<file path="src/rtl/upsample_region_reader.sv">
// ---------------------------------------------------------------------------
// upsample_region_reader
//
// Address generator and read port for the overlay-region image buffer. The
// display stage asks for one output pixel per cycle via i_region_active; this
// block turns that request stream into read addresses for a SRC_W x SRC_H
// source RAM. Each source pixel is repeated S = 2^SCALE_LOG2 times
// horizontally, and each source line is replayed S times vertically
// (nearest-neighbour upsampling). RAM data is passed straight back to the
// display stage.
//
// Ports:
//   pclk            pixel clock (only clock)
//   rst_n           asynchronous active-low reset
//   i_ram_addr_rst  one-cycle frame-start pulse, synchronous clear of the walk
//   i_region_active display stage requests one output pixel this cycle
//   o_rd_en         RAM read enable
//   o_rd_addr       RAM read address (valid in the same cycle as the request)
//   i_rd_data       RAM read data, synchronous RAM with 1-cycle latency
//   o_region_data   pixel to the display stage (pass-through of i_rd_data)
//   o_frame_done    one-cycle pulse after the last pixel of the frame
//   o_overrun       sticky: a request arrived after the frame had completed
// ---------------------------------------------------------------------------
module upsample_region_reader #(
  parameter int SRC_W      = 64,
  parameter int SRC_H      = 64,
  parameter int SCALE_LOG2 = 2,
  parameter int ADDR_W     = 12,
  parameter int DATA_W     = 8
) (
  input  logic              pclk,
  input  logic              rst_n,
  input  logic              i_ram_addr_rst,
  input  logic              i_region_active,
  output logic              o_rd_en,
  output logic [ADDR_W-1:0] o_rd_addr,
  input  logic [DATA_W-1:0] i_rd_data,
  output logic [DATA_W-1:0] o_region_data,
  output logic              o_frame_done,
  output logic              o_overrun
);

  localparam int S   = 1 << SCALE_LOG2;
  localparam int SXW = (SCALE_LOG2 > 0) ? SCALE_LOG2 : 1;
  localparam int XW  = (SRC_W > 1) ? $clog2(SRC_W) : 1;
  localparam int YW  = (SRC_H > 1) ? $clog2(SRC_H) : 1;

  localparam logic [SXW-1:0]    SUB_LAST  = SXW'(S - 1);
  localparam logic [XW-1:0]     X_LAST    = XW'(SRC_W - 1);
  localparam logic [YW-1:0]     Y_LAST    = YW'(SRC_H - 1);
  localparam logic [ADDR_W-1:0] LINE_STEP = ADDR_W'(SRC_W);

  // Walk state: sub-pixel/sub-line repeat counters, source coordinates and
  // the address of the first pixel of the current source line.
  logic [SXW-1:0]    sub_x, sub_x_nxt;
  logic [XW-1:0]     src_x, src_x_nxt;
  logic [SXW-1:0]    sub_y, sub_y_nxt;
  logic [YW-1:0]     src_y, src_y_nxt;
  logic [ADDR_W-1:0] line_base, line_base_nxt;
  logic              done, done_nxt;
  logic              frame_done_q, frame_done_nxt;
  logic              overrun, overrun_nxt;

  logic advance;
  logic sub_x_wrap;
  logic line_end;
  logic frame_end;

  // State register
  always_ff @(posedge pclk or negedge rst_n) begin
    if (!rst_n) begin
      sub_x        <= '0;
      src_x        <= '0;
      sub_y        <= '0;
      src_y        <= '0;
      line_base    <= '0;
      done         <= 1'b0;
      frame_done_q <= 1'b0;
      overrun      <= 1'b0;
    end else begin
      sub_x        <= sub_x_nxt;
      src_x        <= src_x_nxt;
      sub_y        <= sub_y_nxt;
      src_y        <= src_y_nxt;
      line_base    <= line_base_nxt;
      done         <= done_nxt;
      frame_done_q <= frame_done_nxt;
      overrun      <= overrun_nxt;
    end
  end

  // Wrap conditions of the nested counters. A frame-start pulse wins over a
  // simultaneous request, so that request does not move the walk.
  always_comb begin
    advance    = i_region_active & ~done & ~i_ram_addr_rst;
    sub_x_wrap = (sub_x == SUB_LAST);
    line_end   = sub_x_wrap && (src_x == X_LAST);
    frame_end  = line_end && (sub_y == SUB_LAST) && (src_y == Y_LAST);
  end

  // Next-state logic. The frame_done pulse is driven only by the final
  // advance, so a frame-start pulse in the following cycle cannot cancel it.
  always_comb begin
    sub_x_nxt      = sub_x;
    src_x_nxt      = src_x;
    sub_y_nxt      = sub_y;
    src_y_nxt      = src_y;
    line_base_nxt  = line_base;
    done_nxt       = done;
    overrun_nxt    = overrun;
    frame_done_nxt = advance & frame_end;

    if (i_ram_addr_rst) begin
      sub_x_nxt     = '0;
      src_x_nxt     = '0;
      sub_y_nxt     = '0;
      src_y_nxt     = '0;
      line_base_nxt = '0;
      done_nxt      = 1'b0;
      overrun_nxt   = 1'b0;
    end else begin
      if (i_region_active && done)
        overrun_nxt = 1'b1;
      if (advance) begin
        if (!sub_x_wrap) begin
          sub_x_nxt = sub_x + SXW'(1);
        end else begin
          sub_x_nxt = '0;
          if (!line_end) begin
            src_x_nxt = src_x + XW'(1);
          end else begin
            // End of an output line: replay the source line until it has
            // been shown S times, then step to the next source line.
            src_x_nxt = '0;
            if (sub_y != SUB_LAST) begin
              sub_y_nxt = sub_y + SXW'(1);
            end else begin
              sub_y_nxt = '0;
              if (src_y != Y_LAST) begin
                src_y_nxt     = src_y + YW'(1);
                line_base_nxt = line_base + LINE_STEP;
              end else begin
                src_y_nxt     = '0;
                line_base_nxt = '0;
                done_nxt      = 1'b1;
              end
            end
          end
        end
      end
    end
  end

  // Outputs. The read enable is also gated by rst_n so nothing is read
  // while the block is held in reset.
  always_comb begin
    o_rd_en       = i_region_active & ~done & rst_n;
    o_rd_addr     = line_base + ADDR_W'(src_x);
    o_region_data = i_rd_data;
    o_frame_done  = frame_done_q;
    o_overrun     = overrun;
  end

endmodule

</file>
<file path="config.mk">
export PLATFORM = sky130hd
export DESIGN_NAME = upsample_region_reader
export DESIGN_NICKNAME = d
export VERILOG_FILES = /design/src/rtl/upsample_region_reader.sv
export SDC_FILE = /design/constraint.sdc
export NUM_CORES = 1
export LEC_CHECK = 0
export ABC_AREA = 1
export CORE_MARGIN = 2
export CORE_UTILIZATION = 50
export DETAILED_ROUTE_END_ITERATION = 8
export GPL_ROUTABILITY_DRIVEN = 0
export GPL_TIMING_DRIVEN = 0
export HOLD_SLACK_MARGIN = 0.1
export PLACE_DENSITY = 0.81
export SETUP_SLACK_MARGIN = 0.5
export SLEW_MARGIN = 10
export SYNTH_ARGS = -nofsm -noshare
export SYNTH_HDL_FRONTEND = slang
export SYNTH_SLANG_ARGS = --single-unit
export TNS_END_PERCENT = 100
</file>
<file path="constraint.sdc">
create_clock -name pclk -period 1.8 [get_ports pclk]
set_clock_uncertainty 0.15 [all_clocks]
set_input_delay 0.36 -clock pclk [delete_from_list [all_inputs] [get_ports pclk]]
set_output_delay 0.36 -clock pclk [all_outputs]
set_load 0.01 [all_outputs]
</file>
# ---- Word-level counts from Yosys, hierarchy flattened
# Index checks and enable logic that the tools add are counted.
dict set report word_totals {
  reg_bits 31
  input_bits 12
  wordCells 72
}
dict set report classes {
  add_sub_neg 6
  eq_ne 8
  muxes 32
  n_bitwise 6
  n_reduce_logical 12
}
# cell count
set ops {}
lappend ops {{12-bit two-way mux} 6}
lappend ops {{6-bit two-way mux} 10}
lappend ops {{2-bit two-way mux} 8}
lappend ops {{12-bit by 6-bit adder with 12-bit output} 1}
lappend ops {{12-bit by 7-bit adder with 12-bit output (second input constant)} 1}
lappend ops {{6-bit by 1-bit adder with 6-bit output (second input constant)} 2}
lappend ops {{6-bit equality test (second input constant)} 2}
lappend ops {{1-bit two-way mux} 8}
lappend ops {{2-bit nonzero test} 4}
lappend ops {{2-bit != test (second input constant)} 3}
lappend ops {{6-bit != test (second input constant)} 1}
lappend ops {{5-bit AND reduction} 1}
lappend ops {{2-bit by 1-bit adder with 2-bit output (second input constant)} 2}
lappend ops {{1-bit AND} 4}
lappend ops {{2-bit equality test (second input constant)} 2}
lappend ops {{1-bit logical AND} 4}
lappend ops {{4-bit AND reduction} 1}
lappend ops {{3-bit AND reduction} 1}
lappend ops {{1-bit NOT} 2}
lappend ops {{2-bit AND reduction} 1}

# ---- Logic depth before layout (Yosys ltp)
# Gate-level depths: netlist (run 1).
dict set report logic_depth {
  depth_word 7
  depth_mapped 9
}

# ---- Worst setup path after synthesis (run 1)
# OpenSTA, ideal clock, no wires.
dict set report synth_timing {
  path_kind {register to register}
  startpoint {register src_y[0]}
  endpoint {register line_base[11]}
  setup_time_ps 74
  t_arrival_ps 1331
  path_slack_ps 244
  stages_incl_launch_ff 9
  synth_period_minus_slack_ps 1556
  cell_sequence {dfrtp_1 ha_1 nand2_1 nor2_1 nand2_2 inv_2 nor2_1 nand3_1 o21ai_2}
}
dict set report synth_between {
  elab_chain_cells 7
}
# element line
set synth_lines {}
lappend synth_lines {{start: declaration} 58} ;# logic [YW-1:0] src_y, src_y_nxt;
lappend synth_lines {{start signal: assignment} 84} ;# src_y <= src_y_nxt;
lappend synth_lines {{6-bit != test} 139} ;# if (src_y != Y_LAST) begin
lappend synth_lines {{12-bit two-way mux} 139}
lappend synth_lines {{12-bit two-way mux} 135} ;# if (sub_y != SUB_LAST) begin
lappend synth_lines {{12-bit two-way mux} 129} ;# if (!line_end) begin
lappend synth_lines {{12-bit two-way mux} 125} ;# if (!sub_x_wrap) begin
lappend synth_lines {{12-bit two-way mux} 124} ;# if (advance) begin
lappend synth_lines {{12-bit two-way mux} 113} ;# if (i_ram_addr_rst) begin
lappend synth_lines {{end signal: assignment} 85} ;# line_base <= line_base_nxt;
lappend synth_lines {{end: declaration} 59} ;# logic [ADDR_W-1:0] line_base, line_base_nxt;
# Every way passes these cells. The select of a mux whose other input is x is not followed.
# A chain may end at the register's enable or synchronous reset.

# ---- Final worst setup path (run 1)
dict set report layout_timing {
  startpoint {register src_x[0]}
  endpoint {register src_y[3]}
}
dict set report layout_between {
  elab_chain_cells 4
}
# element line
set layout_lines {}
lappend layout_lines {{start: declaration} 56} ;# logic [XW-1:0] src_x, src_x_nxt;
lappend layout_lines {{start signal: assignment} 82} ;# src_x <= src_x_nxt;
lappend layout_lines {{6-bit equality test} 97} ;# line_end = sub_x_wrap && (src_x == X_LAST);
lappend layout_lines {{1-bit logical AND} 97}
lappend layout_lines {{2-bit nonzero test (no line)} -}
lappend layout_lines {{4-bit AND reduction (no line)} -}
# Every way passes these cells.

==> results of run 1 <==
[what timing repair did]
action	CTS	global route
resized for setup	106	31
buffers inserted	29	9
endpoints found under the setup margin	70	39
gates cloned	1	1
endpoints found under the hold margin	25	25
pin swaps	4	12
[worst min path at each step]
| stage | from | endpoint | slack (ns) | cells after the start |
|---|---|---|---|---|
| after global placement | sub_y[1] | sub_y[1] | 0.32 | 2 |
| after detailed placement | sub_x[0] | sub_x[0] | 0.33 | 1 |
| after CTS | rst_n | src_y[5] | -0.23 | 1 |
| final | rst_n | src_y[5] | -0.24 | 1 |
| after global routing | rst_n | src_y[3] | -0.23 | 1 |
| after floorplan | rst_n | done | -0.09 | 0 |
[sequential cells by signal, indices dropped and copies added, names as in the netlist]
signal / cells
line_base: 6
src_x: 6
src_y: 6
sub_x: 2
sub_y: 2
done: 1
o_frame_done: 1
o_overrun: 1
[layout by cell type (no fill, tap or decap), types with 2 or more instances in the layout]
cell | netlist | layout
nand2_1 | 57 | 41
buf_4 | 10 | 39
dfrtp_1 | 25 | 24
nor2_1 | 20 | 16
inv_1 | 16 | 15
buf_6 | 2 | 13
buf_2 | 1 | 13
nand2_4 | 1 | 12
clkbuf_1 | 10 | 11
nand2_2 | 6 | 11
nand3_1 | 12 | 10
o21ai_2 | 8 | 10
dlygate4sd2_1 | 0 | 10
nand4_1 | 6 | 6
nor2_4 | 1 | 5
a21oi_1 | 4 | 4
ha_1 | 5 | 3
clkbuf_4 | 0 | 3
nor2_2 | 2 | 2
inv_2 | 3 | 2
nand3_2 | 0 | 2
inv_4 | 0 | 2
buf_8 | 0 | 2
o21ai_1 | 4 | 2
[cell families after synthesis]
family	after synthesis	share of synthesized area [%]
fa+ha+maj	5	4.04
buf+inv	42	13.6
xor+xnor	2	1.13
simple gates	110	32.8
flops	25	40.4
compound gates	18	8.07
[through the flow]
| step | setup WS, ns | hold slack (ns) | utilization [%] | total power [uW] |
|---|---|---|---|---|
| after floorplan | 0.291 | -0.0856 | - | 897 |
| after global placement | -1.16 | 0.321 | 61.9 | 1010 |
| after detailed placement | -1.14 | 0.326 | 61.9 | 1020 |
| after CTS | 0.191 | -0.228 | 71.8 | 1380 |
| after global routing | 0.0603 | -0.229 | 78.6 | 1540 |
| final | 0.0966 | -0.239 | 78.6 | 1470 |
[power breakdown]
group | internal (uW) | switching, uW | leakage (uW)
sequential | 618 | 36.4 | 0.000342
clock | 86.9 | 176 | 0.0000150
combinational | 275 | 276 | 0.000905
total | 980 | 489 | 0.00126
[routing by layer]
layer	wire length, um	vias up
met3	241	6
met2	2100	61
met5	0	-
met4	82	0
met1	1810	786
li1	-	762
[cell type report]
class	instances	area, sq um
Multi-Input combinational cell	135	877
Fill cell	192	643
Sequential cell	25	627
Timing Repair Buffer	66	554
Buffer	23	158
Inverter	19	76.3
Tap cell	33	41.3
Clock buffer	4	26.3
==> flow_summary_export.csv, run 1 <==
group,metric,value,unit
sta,fin_crit,1.70,ns
clock_network,worstSkewPairLatency,0.32,ns
place,dp_hpwl,2.14,mm
setup_path,setup.worst_path.end_class,"register",
setup_path,path_delay_family,"simple AND/OR/NAND/NOR gates",
clock_network,root_buffer,"clkbuf_4",
yosys,yosysTopAreaCellShare,40.4,%
layout,drive_gt1_share,45.6,%
outcome,status,"complete, but fails checks",
setup_path,critPathLaunchType,"register",
grt,antenna_found_initial,0,
setup_path,rr_startpoint,"src_x[0]",
yosys,synth_area_per_cell,7.67,sq um
yosys,synth_cells,202,
die,die_w,59.7,um
yosys,synthesis.area,1550,sq um
die,die_y,59.7,um
yosys,synthFlopType,"dfrtp_1",
sta,slew_violations,0,
setup_path,critPathKind,"register to register",
layout,final_area,2360,sq um
yosys,ys_seq_area_share,40.4,%
yosys,synth_nets,219,
grt,grt_pass1_wl,6.13,mm
grt,use_met2,36.8,%
layout,antenna_cells,0,
layout,finalNonFillerCells,305,
sta,period_share,94.6,%
routing,viasPerCell,5.30,
routing,vias,1615,
routing,drt-total-wl,4.23,mm
yosys,synth-edff-count,0,
setup_path,rr_worst_depth,10,
grt,grt_pass1_vias,1395,
sta,slew_headroom,77.7,%
sta,tns,0,ns
yosys,yosys-top-cells-count,"57 x nand2_1, 25 x dfrtp_1, 20 x nor2_1",
setup_path,cp.depth,10,
layout,syn_to_final_growth,52.2,%
setup_path,rrSetupSlack,0.1,ns
pwr,leakagePower,0.00126,uW
setup_path,cp_cell_sequence,"buf_6 -> ha_4 -> nand2_4 -> nor2_4 -> nand2_4 -> nand2_4 -> nand3b_4 -> buf_8 -> nand2_2 -> o21ai_2",
layout,fin_nets,290,
routing,firstDrtPassIters,4,
pwr,max-vdd-ir-drop,0.418,mV
grt,overflow,0,
yosys,yosysWarnings,0,
yosys,async_flop_share,100,%
run,max_cap_violations,0,
clock_network,cts.htree.levels,1,
grt,global_route.usage.met1,29.9,%
setup_path,rr_endpoint,"src_y[3]",
routing,avgRoutedWirePerCell,13.9,um
sta,setup_viol,0,
grt,grt.met3_usage,3.90,%
routing,dr.first_iter.drc_count,61,
yosys,synthTopCellsByArea,"dfrtp_1 40%, nand2_1 14%, buf_4 4.8%, nor2_1 4.8%, o21ai_2 4.5%",
yosys,yosys.area.top_type,"dfrtp_1",
clock_network,cts_buffers,3,
setup_path,crit_start,"src_x[0]",
sta,hold_viol,25,
yosys,yosysMostFrequentCell,"nand2_1",
routing,drc,0,
die,placementRows,20,
routing,final_antenna_net_count,0,
setup_path,required,1.89,ns
sta,fmax,0.587,GHz
setup_path,cp.buffers_inverters,2,
die,core_area,3000,sq um
grt,grt_start_max_net_pins,27,
clock_network,cts_sinks,25,
yosys,synth-seq-cells,25,
grt,grtUsageTotal,22.7,%
setup_path,cp_max_fo,5,
place,dpl.cell_count,261,
sta,grt_setup_unrepaired,"true",
setup_path,arrival,1.79,ns
place,placed_area,1860,sq um
yosys,synthDistinctLibCells,28,
die,dieArea,3560,sq um
sta,hold_slack,-0.239,ns
setup_path,cp_slowest_cell,"dfrtp_1",
die,ios,35,
setup_path,critical_path.max_stage_delay,0.39,ns
place,io_buffers,26,
die,initial_utilization,51.6,%
outcome,violations,"negative hold slack",
setup_path,endpoint,"src_y[3]",
pwr,power_density,622,nW/um^2
min_path,hold_path_class,"input port to async pin",
clock_network,clk_pin_slew,0.14,ns
sta,worstMarginPinSlew,0.334,ns
clock_network,cts_buffer_depth,2,
setup_path,crit_top_cell,"nand2_4",
grt,busiest_layer,"met2",
clock_network,cts_tree,"yes",
Power figures use the tool's default switching activity.
==> run 2: changes to the inputs <==
Settings changed: PLACE_DENSITY 0.81 to 0.79.
==> run 2 against run 1 <==
- the run still ends with negative hold slack left
- largest cell class unchanged
- largest power group unchanged
- flip-flop and latch count unchanged
- die area unchanged
- register-to-register slack got worse by 0.07 ns
- highest routed layer unchanged
==> flow_summary_export.csv, run 2 (same netlist as run 1, synthesis figures left out) <==
group,metric,value,unit
pwr,swShare,33.8,%
sta,hold_slack,-0.254,ns
clock_network,root_buffer,"clkbuf_4",
setup_path,critPathLaunchType,"register",
layout,antenna_cells,0,
setup_path,cp_max_fo,5,
sta,slew_violations,0,
pwr,leakagePower,0.00125,uW
routing,dr.first_iter.drc_count,46,
setup_path,setup.worst_path.end_class,"register",
layout,drive_gt1_share,46.4,%
routing,final_antenna_net_count,0,
clock_network,cts_buffer_depth,2,
setup_path,cp.buffers_inverters,2,
setup_path,critical_path.max_stage_delay,0.43,ns
routing,vias,1625,
pwr,power_density,623,nW/um^2
die,die_w,59.7,um
die,die_y,59.7,um
routing,drt-total-wl,4.44,mm
routing,drc,0,
die,ios,35,
sta,grt_setup_unrepaired,"true",
grt,grt_pass1_wl,5.90,mm
grt,grt_start_max_net_pins,27,
sta,slew_headroom,78.1,%
sta,period_share,98.5,%
layout,finalNonFillerCells,307,
sta,fmax,0.564,GHz
place,io_buffers,26,
outcome,status,"complete, but fails checks",
layout,layout_common_cells,"42 x nand2_1, 40 x buf_4, 22 x dfrtp_1",
clock_network,cts_buffers,3,
grt,grt_pass1_vias,1398,
clock_network,worstSkewPairLatency,0.34,ns
sta,setup_viol,0,
setup_path,critPathKind,"register to register",
die,initial_utilization,51.6,%
sta,hold_viol,25,
die,dieArea,3560,sq um
routing,viasPerCell,5.29,
setup_path,rrSetupSlack,0.03,ns
pwr,internal_power,983,uW
setup_path,required,1.88,ns
grt,overflow,0,
clock_network,cts.htree.levels,1,
outcome,violations,"negative hold slack",
pwr,clkPwrFrac,18.0,%
setup_path,rr_worst_depth,10,
run,max_cap_violations,0,
sta,fin_crit,1.77,ns
setup_path,rr_startpoint,"src_x[1]",
pwr,max-vdd-ir-drop,0.446,mV
setup_path,cp_slowest_cell,"dfrtp_1",
pwr,switching_power,502,uW
routing,avgRoutedWirePerCell,14.5,um
clock_network,cts_sinks,25,
layout,largestRegisters,"line_base (6), src_x (6), src_y (6)",
grt,antenna_found_initial,0,
layout,finish.utilization,79.4,%
pwr,power_frac_seq,44.4,%
clock_network,cts_tree,"yes",
die,core_area,3000,sq um
layout,syn_to_final_growth,53.8,%
layout,layout_commonest_cell,"nand2_1",
grt,grtUsageTotal,21.8,%
layout,fin_nets,292,
pwr,power_frac_comb,37.6,%
routing,firstDrtPassIters,4,
min_path,hold_path_class,"input port to async pin",
place,dp_hpwl,2.13,mm
place,dpl.cell_count,261,
setup_path,arrival,1.86,ns
setup_path,rr_endpoint,"src_y[3]",
setup_path,path_delay_family,"simple AND/OR/NAND/NOR gates",
setup_path,cp_cell_sequence,"buf_6 -> ha_4 -> nand2_4 -> nor2_4 -> nand2_2 -> nand2_4 -> nand3b_4 -> buf_8 -> nand2_2 -> o21ai_2",
die,placementRows,20,
sta,worstMarginPinSlew,0.328,ns
clock_network,clk_pin_slew,0.15,ns
-- run 2: layout make-up --
class	count	area (sq um)
sequential	25	629
inverter	19	76.3
multi-input combinational	135	872
buffer	23	158
clock buffer	3	22.5
clock inverter	1	5.00
tap	33	41.3
fill	195	619
timing repair buffer	68	579
-- run 2: worst max-delay path by stage --
stage | end | slack [ns] | depth (start not counted) | startpoint
6_report | src_y[3] | 0.03 | 10 | src_x[1]
5_1_grt | line_base[11] | -0.004 | 10 | src_x[1]
4_1_cts | line_base[7] | 0.15 | 10 | src_x[1]
3_5_place_dp | o_rd_en | -1.16 | 4 | rst_n
3_3_place_gp | o_rd_en | -1.18 | 4 | rst_n
2_1_floorplan | line_base[8] | 0.29 | 9 | src_x[0]
-- run 2: worst register-to-register path: stages (launching register included) --
cell and delay (ns):
dfrtp_1 0.43, buf_6 0.13, ha_4 0.14, nand2_4 0.05, nor2_4 0.10, nand2_2 0.10, nand2_4 0.10, nand3b_4 0.17
buf_8 0.20, nand2_2 0.06, o21ai_2 0.04
-- run 2: stage by stage --
stage | cell area (sq um) | hold WS [ns] | power, uW | worst slack, ns | TNS (ns)
6_report | 2380 | -0.254 | 1480 | 0.0262 | 0
3_3_place_gp | 1860 | 0.318 | 1010 | -1.18 | -6.85
3_5_place_dp | 1860 | 0.325 | 1020 | -1.16 | -7.21
2_1_floorplan | 1560 | -0.0856 | 897 | 0.291 | 0
4_1_cts | 2200 | -0.232 | 1390 | 0.152 | 0
5_1_grt | 2380 | -0.232 | 1550 | -0.00412 | -0.00629
-- run 2: metal layers --
metal | wire length [um] | track usage, %
met1 | 1810 | 30.0
met2 | 2260 | 35.4
met3 | 271 | 1.30
met4 | 97 | 9.84
met5 | 0 | 0
-- run 2: repair_timing --
action,in CTS,in global routing
gates resized for setup,116,22
setup endpoints to repair,70,39
pin swaps,13,12
setup buffers,26,14
endpoints found under the hold margin,25,25
cloned,2,0
-- run 2: power groups by stage --
stage | sequential [uW] | combinational, uW | clock (uW)
6_report | 659 | 558 | 267
5_1_grt | 662 | 603 | 286
4_1_cts | 659 | 465 | 269
3_5_place_dp | 700 | 324 | 0
3_3_place_gp | 697 | 316 | 0
2_1_floorplan | 683 | 214 | 0
==> run 3: changes to the inputs <==
Settings changed: CORE_UTILIZATION 50 to 62, DONT_BUFFER_PORTS set to 1, PLACE_DENSITY 0.79 to 0.78, REMOVE_ABC_BUFFERS set to 1, SETUP_SLACK_MARGIN 0.5 to unset.
==> run 3 against run 2 <==
- the flow now finishes without violations
- via count shrank 23%
- utilization is 13 points lower
- sequential power grew 7.1%
- critical path depth is 7 lower
- final cell count fell by 28%
- largest power group unchanged
- highest routed layer unchanged
==> flow_summary_export.csv, run 3 (same netlist as run 1, synthesis figures left out) <==
group,metric,value,unit
grt,antenna_found_initial,0,
run,max_cap_violations,0,
pwr,power_frac_comb,19.7,%
outcome,status,"completed",
setup_path,cp_max_fo,9,
setup_path,critPathLaunchType,"input port",
routing,vias,1255,
clock_network,cts_buffers,3,
routing,avgRoutedWirePerCell,14.2,um
die,die_y,54.0,um
sta,hold_slack,0.133,ns
setup_path,critPathKind,"input port to register",
setup_path,setup.worst_path.end_class,"register",
setup_path,crit_top_cell,"dlygate4sd3_1",
pwr,leakagePower,0.000791,uW
die,placementRows,18,
routing,firstDrtPassIters,4,
layout,final_area,1610,sq um
grt,busiest_layer,"met2",
setup_path,rr_worst_depth,8,
die,die_w,54.0,um
pwr,clkPwrFrac,21.8,%
sta,hold_viol,0,
sta,fmax,0.567,GHz
grt,grt.met3_usage,6.11,%
die,ios,35,
min_path,holdPathEnd,"sub_x[1]",
sta,tns,0,ns
sta,worstMarginPinSlew,0.453,ns
routing,drc,0,
sta,fin_crit,1.76,ns
layout,drive_gt1_share,20.4,%
die,core_area,2430,sq um
routing,drt-total-wl,3.15,mm
layout,antenna_cells,0,
routing,final_antenna_net_count,0,
setup_path,required,1.88,ns
setup_path,arrival,1.84,ns
setup_path,rr_endpoint,"done",
die,initial_utilization,63.7,%
grt,grt_pass1_vias,1156,
sta,slew_violations,0,
grt,grt_start_max_net_pins,26,
clock_network,cts.htree.levels,1,
setup_path,critical_path.max_stage_delay,0.82,ns
place,pre_cts_slack,-0.0423,ns
place,io_buffers,0,
grt,grt_pass1_wl,4.89,mm
grt,grtUsageTotal,23.5,%
min_path,min-delay-start,"i_ram_addr_rst",
place,placed_area,1450,sq um
layout,layout_common_cells,"57 x nand2_1, 23 x dfrtp_1, 18 x nor2_1",
pwr,power_density,751,nW/um^2
clock_network,clk_pin_slew,0.14,ns
pwr,internal_power,801,uW
pwr,max-vdd-ir-drop,0.582,mV
layout,largestRegisters,"line_base (6), src_x (6), src_y (6)",
sta,period_share,98.0,%
clock_network,root_buffer,"clkbuf_4",
pwr,swShare,33.6,%
place,dp_hpwl,2.15,mm
min_path,whs_path_depth,3,
setup_path,cp_cell_sequence,"dlygate4sd3_1 -> nor2_1 -> dlygate4sd3_1",
setup_path,rrSetupSlack,0.09,ns
layout,layout_commonest_cell,"nand2_1",
clock_network,cts_buffer_depth,2,
grt,global_route.usage.met1,26.8,%
sta,setup_viol,0,
routing,viasPerCell,5.68,
sta,slew_headroom,69.7,%
pwr,switching_power,405,uW
setup_path,rr_startpoint,"src_x[0]",
layout,syn_to_final_growth,3.71,%
clock_network,cts_tree,"yes",
grt,overflow,0,
pwr,power_frac_seq,58.5,%
clock_network,cts_sinks,25,
min_path,hold_path_class,"input port to register",
routing,dr.first_iter.drc_count,19,
die,dieArea,2920,sq um
layout,fin_nets,209,
clock_network,worstSkewPairLatency,0.33,ns
grt,use_met2,42.3,%
sta,layout_setup_ws,0.0369,ns
setup_path,cp_slowest_cell,"dlygate4sd3_1",
setup_path,crit_start,"i_ram_addr_rst",
[run 3: changes by cell type in the layout (fill, tap and decap cells not counted), moves of 3 or more]
cell / delta
nand2_1: +15
dlygate4sd2_1: -9
clkbuf_1: -10
nand2_4: -8
buf_6: -14
nand2_2: -6
buf_4: -37
nor2_1: +3
dlygate4sd3_1: +3
buf_2: -13
[run 3: critical path: cells and delay by family]
family | cells | cell delay, ns
buffers and inverters | 2 | 1.39
and+or+nand+nor | 1 | 0.09
[run 3: worst max-delay path by stage]
stage	to	cells past startpoint
finish	o_overrun	3
CTS	line_base[10]	9
detailed placement	src_y[5]	8
global route	done	8
floorplan	line_base[11]	8
global placement	src_y[5]	8
[run 3: cell type report]
class	instances	area, sq um
inverter	19	76.3
multi-input combinational	136	763
fill	215	825
sequential	25	628
tap	30	37.5
timing repair buffer	7	72.6
clock inverter	1	7.51
clock buffer	3	22.5
[run 3: repair_timing]
item,4_1_cts,5_1_grt
hold endpoints to repair,43,0
gates resized for setup,4,8
hold buffers,4,0
gates cloned,1,0
pin swaps,0,3
setup endpoints to repair,12,12
setup buffers,0,3
[run 3: metal layers]
layer	up-vias	routed length, um
met5	-	0
met4	0	33
met3	4	195
met2	38	1710
met1	609	1210
li1	604	-
[run 3: through the flow]
step | std cells | power [uW] | utilization, %
global placement | 209 | 887 | 59.5
finish | 221 | 1210 | 66.1
CTS | 218 | 1200 | 63.8
floorplan | 179 | 854 | -
detailed placement | 209 | 904 | 59.5
global route | 221 | 1290 | 66.1
[run 3: power by group through the flow]
stage | combinational (uW) | sequential, uW | clock (uW)
after floorplan | 160 | 694 | 0
after global placement | 180 | 708 | 0
after detailed placement | 190 | 715 | 0
after CTS | 222 | 705 | 275
after global routing | 278 | 714 | 294
final | 238 | 706 | 263
